--- config.mk ---
export PLATFORM = sky130hd
export DESIGN_NAME = booth_host
export DESIGN_NICKNAME = d
export VERILOG_FILES = /design/src/rtl/booth_pkg.sv /design/src/rtl/booth_wdog.sv /design/src/rtl/booth_host.sv
export SDC_FILE = /design/constraint.sdc
export NUM_CORES = 1
export LEC_CHECK = 0
export CAP_MARGIN = 20
export CORE_MARGIN = 3
export CORE_UTILIZATION = 50
export DETAILED_ROUTE_END_ITERATION = 10
export PLACE_DENSITY = 0.73
export RECOVER_POWER = 100
export SYNTH_ARGS = -nofsm -noshare
export SYNTH_HDL_FRONTEND = slang
export SYNTH_HIERARCHICAL = 1
export SYNTH_SLANG_ARGS = --single-unit
--- constraint.sdc ---
create_clock -name clk -period 10 [get_ports clk]
set_input_delay 2 -clock clk [delete_from_list [all_inputs] [get_ports clk]]
set_output_delay 2 -clock clk [all_outputs]
set_load 0.05 [all_outputs]
--- src/rtl/booth_pkg.sv ---
// Shared definitions for the Booth multiplier bus: widths, host FSM states and
// the signed reference product used to cross-check returned results.
package booth_pkg;

  localparam int BOOTH_W  = 8;
  localparam int BOOTH_PW = 16;

  typedef enum logic [2:0] {
    ST_IDLE,
    ST_LOAD_M,
    ST_LOAD_Q,
    ST_WAIT_DONE,
    ST_CAPT_LO,
    ST_RESP
  } booth_host_state_t;

  // Both operands are sign-extended to the product width, so the truncated
  // product is the exact two's-complement result.
  function automatic logic [BOOTH_PW-1:0] booth_ref_mul(
    input logic [BOOTH_W-1:0] a,
    input logic [BOOTH_W-1:0] b
  );
    logic signed [BOOTH_PW-1:0] ax;
    logic signed [BOOTH_PW-1:0] bx;
    ax = {{(BOOTH_PW-BOOTH_W){a[BOOTH_W-1]}}, a};
    bx = {{(BOOTH_PW-BOOTH_W){b[BOOTH_W-1]}}, b};
    return ax * bx;
  endfunction

endpackage

--- src/rtl/booth_wdog.sv ---
// Watchdog up-counter: cleared before each wait, counts while enabled and
// flags the cycle on which it holds TIMEOUT-1.
module booth_wdog #(
  parameter int TIMEOUT = 64
) (
  input  logic clk,
  input  logic rst,
  input  logic clr,
  input  logic en,
  output logic tc
);

  localparam int CW = (TIMEOUT > 1) ? $clog2(TIMEOUT) : 1;

  logic [CW-1:0] cnt;

  always_ff @(posedge clk) begin
    if (rst || clr) begin
      cnt <= '0;
    end else if (en) begin
      cnt <= cnt + 1'b1;
    end
  end

  assign tc = (cnt == CW'(TIMEOUT - 1));

endmodule

--- src/rtl/booth_host.sv ---
// Initiator end of the Booth multiplier bus: loads M then Q, collects the
// two-byte product and returns it with timeout and self-check flags.
//
// Handshakes: a transfer happens on a rising edge where valid and ready are
// both high; valid never depends on ready, and once rsp_valid is high it and
// the response fields stay constant until the transfer completes.
module booth_host
  import booth_pkg::*;
#(
  parameter int TIMEOUT = 64,
  parameter bit CHECK   = 1'b1
) (
  input  logic                clk,
  input  logic                rst,
  input  logic                req_valid,
  output logic                req_ready,
  input  logic [BOOTH_W-1:0]  req_a,
  input  logic [BOOTH_W-1:0]  req_b,
  output logic                rsp_valid,
  input  logic                rsp_ready,
  output logic [BOOTH_PW-1:0] rsp_product,
  output logic                rsp_err,
  output logic                rsp_mismatch,
  output logic                mul_enable,
  output logic [BOOTH_W-1:0]  mul_inbus,
  input  logic                mul_done,
  input  logic [BOOTH_W-1:0]  mul_outbus
);

  booth_host_state_t state;
  booth_host_state_t state_next;

  logic [BOOTH_W-1:0]  a_q;
  logic [BOOTH_W-1:0]  b_q;
  logic [BOOTH_PW-1:0] prod_q;
  logic                err_q;
  logic                mism_q;
  logic                wd_tc;
  logic [BOOTH_PW-1:0] ref_prod;
  logic [BOOTH_PW-1:0] cap_prod;

  booth_wdog #(
    .TIMEOUT(TIMEOUT)
  ) u_wdog (
    .clk(clk),
    .rst(rst),
    .clr(state == ST_LOAD_Q),
    .en (state == ST_WAIT_DONE),
    .tc (wd_tc)
  );

  assign ref_prod = booth_ref_mul(a_q, b_q);
  assign cap_prod = {prod_q[BOOTH_PW-1:BOOTH_W], mul_outbus};

  always_comb begin
    state_next = state;
    case (state)
      ST_IDLE:      if (req_valid) state_next = ST_LOAD_M;
      ST_LOAD_M:    state_next = ST_LOAD_Q;
      ST_LOAD_Q:    state_next = ST_WAIT_DONE;
      ST_WAIT_DONE: begin
        if (mul_done)   state_next = ST_CAPT_LO;
        else if (wd_tc) state_next = ST_RESP;
      end
      ST_CAPT_LO:   state_next = ST_RESP;
      ST_RESP:      if (rsp_ready) state_next = ST_IDLE;
      default:      state_next = ST_IDLE;
    endcase
  end

  // Bus and handshake outputs are registered from the next state so every
  // port comes straight off a flop.
  always_ff @(posedge clk) begin
    if (rst) begin
      state      <= ST_IDLE;
      req_ready  <= 1'b0;
      rsp_valid  <= 1'b0;
      mul_enable <= 1'b0;
      mul_inbus  <= '0;
      a_q        <= '0;
      b_q        <= '0;
      prod_q     <= '0;
      err_q      <= 1'b0;
      mism_q     <= 1'b0;
    end else begin
      state      <= state_next;
      req_ready  <= (state_next == ST_IDLE);
      rsp_valid  <= (state_next == ST_RESP);
      mul_enable <= (state_next == ST_LOAD_M);
      case (state_next)
        ST_LOAD_M:               mul_inbus <= req_a;
        ST_LOAD_Q, ST_WAIT_DONE: mul_inbus <= b_q;
        default:                 mul_inbus <= '0;
      endcase

      case (state)
        ST_IDLE: begin
          if (req_valid) begin
            a_q    <= req_a;
            b_q    <= req_b;
            prod_q <= '0;
            err_q  <= 1'b0;
            mism_q <= 1'b0;
          end
        end
        ST_WAIT_DONE: begin
          if (mul_done) begin
            prod_q[BOOTH_PW-1:BOOTH_W] <= mul_outbus;
          end else if (wd_tc) begin
            err_q  <= 1'b1;
            prod_q <= '0;
          end
        end
        ST_CAPT_LO: begin
          if (mul_done) begin
            prod_q[BOOTH_W-1:0] <= mul_outbus;
            mism_q              <= CHECK && (ref_prod != cap_prod);
          end else begin
            err_q  <= 1'b1;
            prod_q <= '0;
          end
        end
        default: ;
      endcase
    end
  end

  assign rsp_product  = prod_q;
  assign rsp_err      = err_q;
  assign rsp_mismatch = mism_q;

endmodule

==> metrics.md <==
| Metric | Value |
|---|---|
| WHS Path Cells | 2 |
| # IOs | between 50 and 60 |
| Area Growth Syn to Fin | 16.1% |
| Clock Skews | around 0.0041 ns |
| Reg-to-Reg End | rsp_mismatch$_SDFFE_PP0P_ |
| Leakage Power | 2.29 nW |
| Gate Count Post-Synth | 509 |
| Site row count | 34 |
| Outcome | finished, violations left |
| Fin crit period | between 4 and 5 ns |
| Dominant cells by area after synthesis | fa_1 (24%), dfxtp_1 (24%), ha_1 (8.3%) |
| Grt ovf | 0 |
| Routed Antenna Nets | 0 |
| # Max-Cap Violations | 2 |
| Gp weighted congestion | about 0.87 |
| Root buf cell | clkbuf_8 |
| Die height | about 100 um |
| Unrepaired setup endpoints after global routing | false |
| Final Setup Violations | 0 |
| Antenna diodes | 0 |
| Ys async rst share | 0% |
| Fraction of layout cells with a size suffix above 1 | approximately 2% |
| Metal1 wirelength | 4.51 mm |
| EDFF count, synth | 0 |
| Synth top cells by count | nand2_1 (73), inv_1 (66), fa_1 (55), dfxtp_1 (54) |
| WL/cell | 15.5 um |
| Fin cells | about 660 |
| Max VDD drop | 57.0 uV |
| Ys flop type | dfxtp_1 |
| CTS max path bufs | 2 |
| Total negative slack | 0 ns |
| CP Cell Sequence | and2_0 -> fa_1 -> fa_1 -> inv_1 -> fa_1 -> fa_1 -> inv_1 -> ha_1 -> xor2_1 -> a21oi_1 -> o21ai_2 -> nand2_1 -> nor4_1 -> nand4_1 -> o31a_1 |
| Max-slew violation count | 50 |
| Psw | 184 uW |
| Met2 WL | approximately 5 mm |
| DR vias | ~3600 |
| Combinational Power Share | 29.5% |
| DR vias/cell | ~5.4 |
| R2R setup slack | just over 5 ns |
| Routed WL | ~10 mm |
| Mapped Nets | 623 |
| Worst hold slack | 0.493 ns |
| DRC Markers | 0 |
| DRT iter0 DRCs | ~110 |
| Starting Density | between 50% and 60% |
| Critical path's slowest cell | fa_1 |
| PnR worst setup slack | between 5 and 6 ns |
| Clk_lat worst skew | between 0.3 and 0.4 ns |
| Reg2reg path depth | 15 |
| Worst setup path end | rsp_mismatch$_SDFFE_PP0P_ |
| Fillers | between 700 and 800 |
| Crit Path Class | flip-flop to flip-flop |
| Synth unique cells | 40 |
| Pin count of the biggest net entering global routing | 40 |
| Port Buf Inserts | 57 |
| HPWL Detailed | 8.22 mm |
| Period utilisation layout | about 50% |
| Cells after DPL | 652 |
| Nets | between 600 and 700 |
| Die width | slightly above 100 um |
| CTS tree | done |
| Post-synth top area cell | fa_1 |
| Cell Area, Synth | between 0.004 and 0.005 mm^2 |
| Worst min path class | flip-flop to flip-flop |
| Sequential share of power | between 40% and 50% |
| Fin. Hold Viols | 0 |
| Crit path launch type | flip-flop |
| Post-cts resize count | 0 |
| Req. time, crit path | between 10 and 15 ns |
| Avg Cell Area, Syn | 8.86 um^2 |
| Worst path most repeated cell | fa_1 |
| Top-area cell type share of the netlist area | between 20% and 30% |
| Gr usage total | approximately 22% |
| Slew HR | -20.9% |
| Pre-antenna DRT Iters | 4 |
| Least-Margin Pin Slew | between 1.5 and 2 ns |
| Clk pin slew, worst setup/hold paths | roughly 0.090 ns |
| Setup crit start | b_q[2]$_SDFFE_PP0P_ |
| Count leader, synth | nand2_1 |
| Failing checks | capacitance limit, slew limit |
| DIE AREA | around 0.010 mm^2 |
| Crit-path max FO | 10 |
| Cell Area, Placed | around 0.0051 mm^2 |
| Ys Warns | 6 |
| Num CTS Buffers | 5 |
| First-pass GRT wire length | roughly 18 mm |
| Top sig layer | met4 |
| Hold buffers post-CTS | 0 |
| Post-route cell area | 0.00524 mm^2 |
| R2r startpoint | b_q[2]$_SDFFE_PP0P_ |
| Clock power frac | a little over a quarter |
| Seq/Total Area, Yosys | a little under a quarter |
| Internal power | about 370 uW |
| Flops & latches, synth | between 50 and 60 |
| CP Capture Type | flip-flop |
| Initial antenna violation count | 0 |
| CORE AREA | ~0.0088 mm^2 |
| Post-CTS Setup Bufs | 0 |
| Place WS | roughly 5.2 ns |
| Critical path data arrival time | between 5 and 6 ns |
| Worst path max stage delay | slightly below 0.6 ns |
| FMAX | around 200 MHz |
| Number of global-route vias before repair | approximately 3800 |
| PD cells | approximately 110 mW/mm^2 |
| Switching portion of total power | about a third |
| Met3 wire length | around 600 um |
| CTS H-Tree Depth | 2 |
| Clock sinks | 54 |
==> power groups by stage <==
stage               clock (mW)  sequential [mW]  combinational (mW)
floorplan                    0            0.252               0.110
global placement             0            0.247               0.162
detailed placement           0            0.247               0.165
CTS                      0.153            0.242               0.167
global route             0.160            0.245               0.185
finish                   0.151            0.243               0.164
==> worst min path at each step <==
stage	startpoint	to
after floorplan	u_wdog/cnt[5]$_SDFFE_PP0P_	u_wdog/cnt[5]$_SDFFE_PP0P_
after global placement	u_wdog/cnt[5]$_SDFFE_PP0P_	u_wdog/cnt[5]$_SDFFE_PP0P_
after detailed placement	u_wdog/cnt[5]$_SDFFE_PP0P_	u_wdog/cnt[5]$_SDFFE_PP0P_
after CTS	u_wdog/cnt[5]$_SDFFE_PP0P_	u_wdog/cnt[5]$_SDFFE_PP0P_
after global routing	u_wdog/cnt[5]$_SDFFE_PP0P_	u_wdog/cnt[5]$_SDFFE_PP0P_
final	u_wdog/cnt[5]$_SDFFE_PP0P_	u_wdog/cnt[5]$_SDFFE_PP0P_
==> stage by stage <==
| stage | total power, mW | utilization [%] |
|---|---|---|
| 2_1_floorplan | 0.361 | - |
| 3_3_place_gp | 0.409 | 58.6 |
| 3_5_place_dp | 0.412 | 58.6 |
| 4_1_cts | 0.562 | 59.9 |
| 5_1_grt | 0.589 | 59.8 |
| 6_report | 0.558 | 59.8 |
==> critical path: cells and delay by family (launching register included) <==
kind | cells | cell delay [ns]
flops | 1 | 0.56
fa+ha+maj | 5 | 2.56
buf+inv | 2 | 0.10
simple gates | 4 | 0.85
xor+xnor | 1 | 0.28
compound gates | 3 | 0.47
==> sequential cells by signal (all words and copies together), names as in the netlist <==
name	cells
req_ready	1
state	3
mul_enable	1
u_wdog/cnt	6
b_q	8
rsp_product	16
rsp_err	1
rsp_mismatch	1
a_q	8
mul_inbus	8
rsp_valid	1
==> per-layer routing <==
| metal | vias up | GRT usage [%] |
|---|---|---|
| li1 | 1707 | - |
| met4 | 0 | 5.52 |
| met1 | 1763 | 28.6 |
| met2 | 105 | 37.7 |
| met5 | - | 0 |
| met3 | 15 | 4.43 |
==> cell type report <==
class                           instances  area, um^2  area share (%)
Tap cell                              108         135            2.58
Clock buffer                            6        82.6            1.58
Clock inverter                          1        30.0           0.573
Timing Repair Buffer                   58         574            11.0
Sequential cell                        54        1080            20.6
Inverter                               66         248            4.73
Multi-Input combinational cell        366        3090            58.9
==> kinds of logic after synthesis <==
kind of cell | count (synthesis) | share of synthesized area [%]
adders and majority gates | 85 | 32.7
DFF | 54 | 24.0
AOI/OAI and AO/OA | 78 | 11.3
buffers and inverters | 89 | 7.52
xor gates and xnor gates | 35 | 6.79
and+or+nand+nor | 167 | 17.5
muxes | 1 | 0.222
==> layout by cell type (no fill, tap or decap), types with 5 or more instances in the layout <==
cell type / n
nor3_1: 6
xnor2_1: 25
nand2_1: 73
nand4_1: 5
clkdlybuf4s50_1: 26
and2_1: 27
dfxtp_1: 54
dlygate4sd3_1: 31
a22oi_1: 16
nand2b_1: 8
a21oi_1: 30
inv_1: 66
xor2_1: 10
clkbuf_8: 6
ha_1: 30
fa_1: 55
a22o_1: 8
o21ai_0: 7
nor2_1: 30
Note: power is estimated with default switching activity, not from simulation.
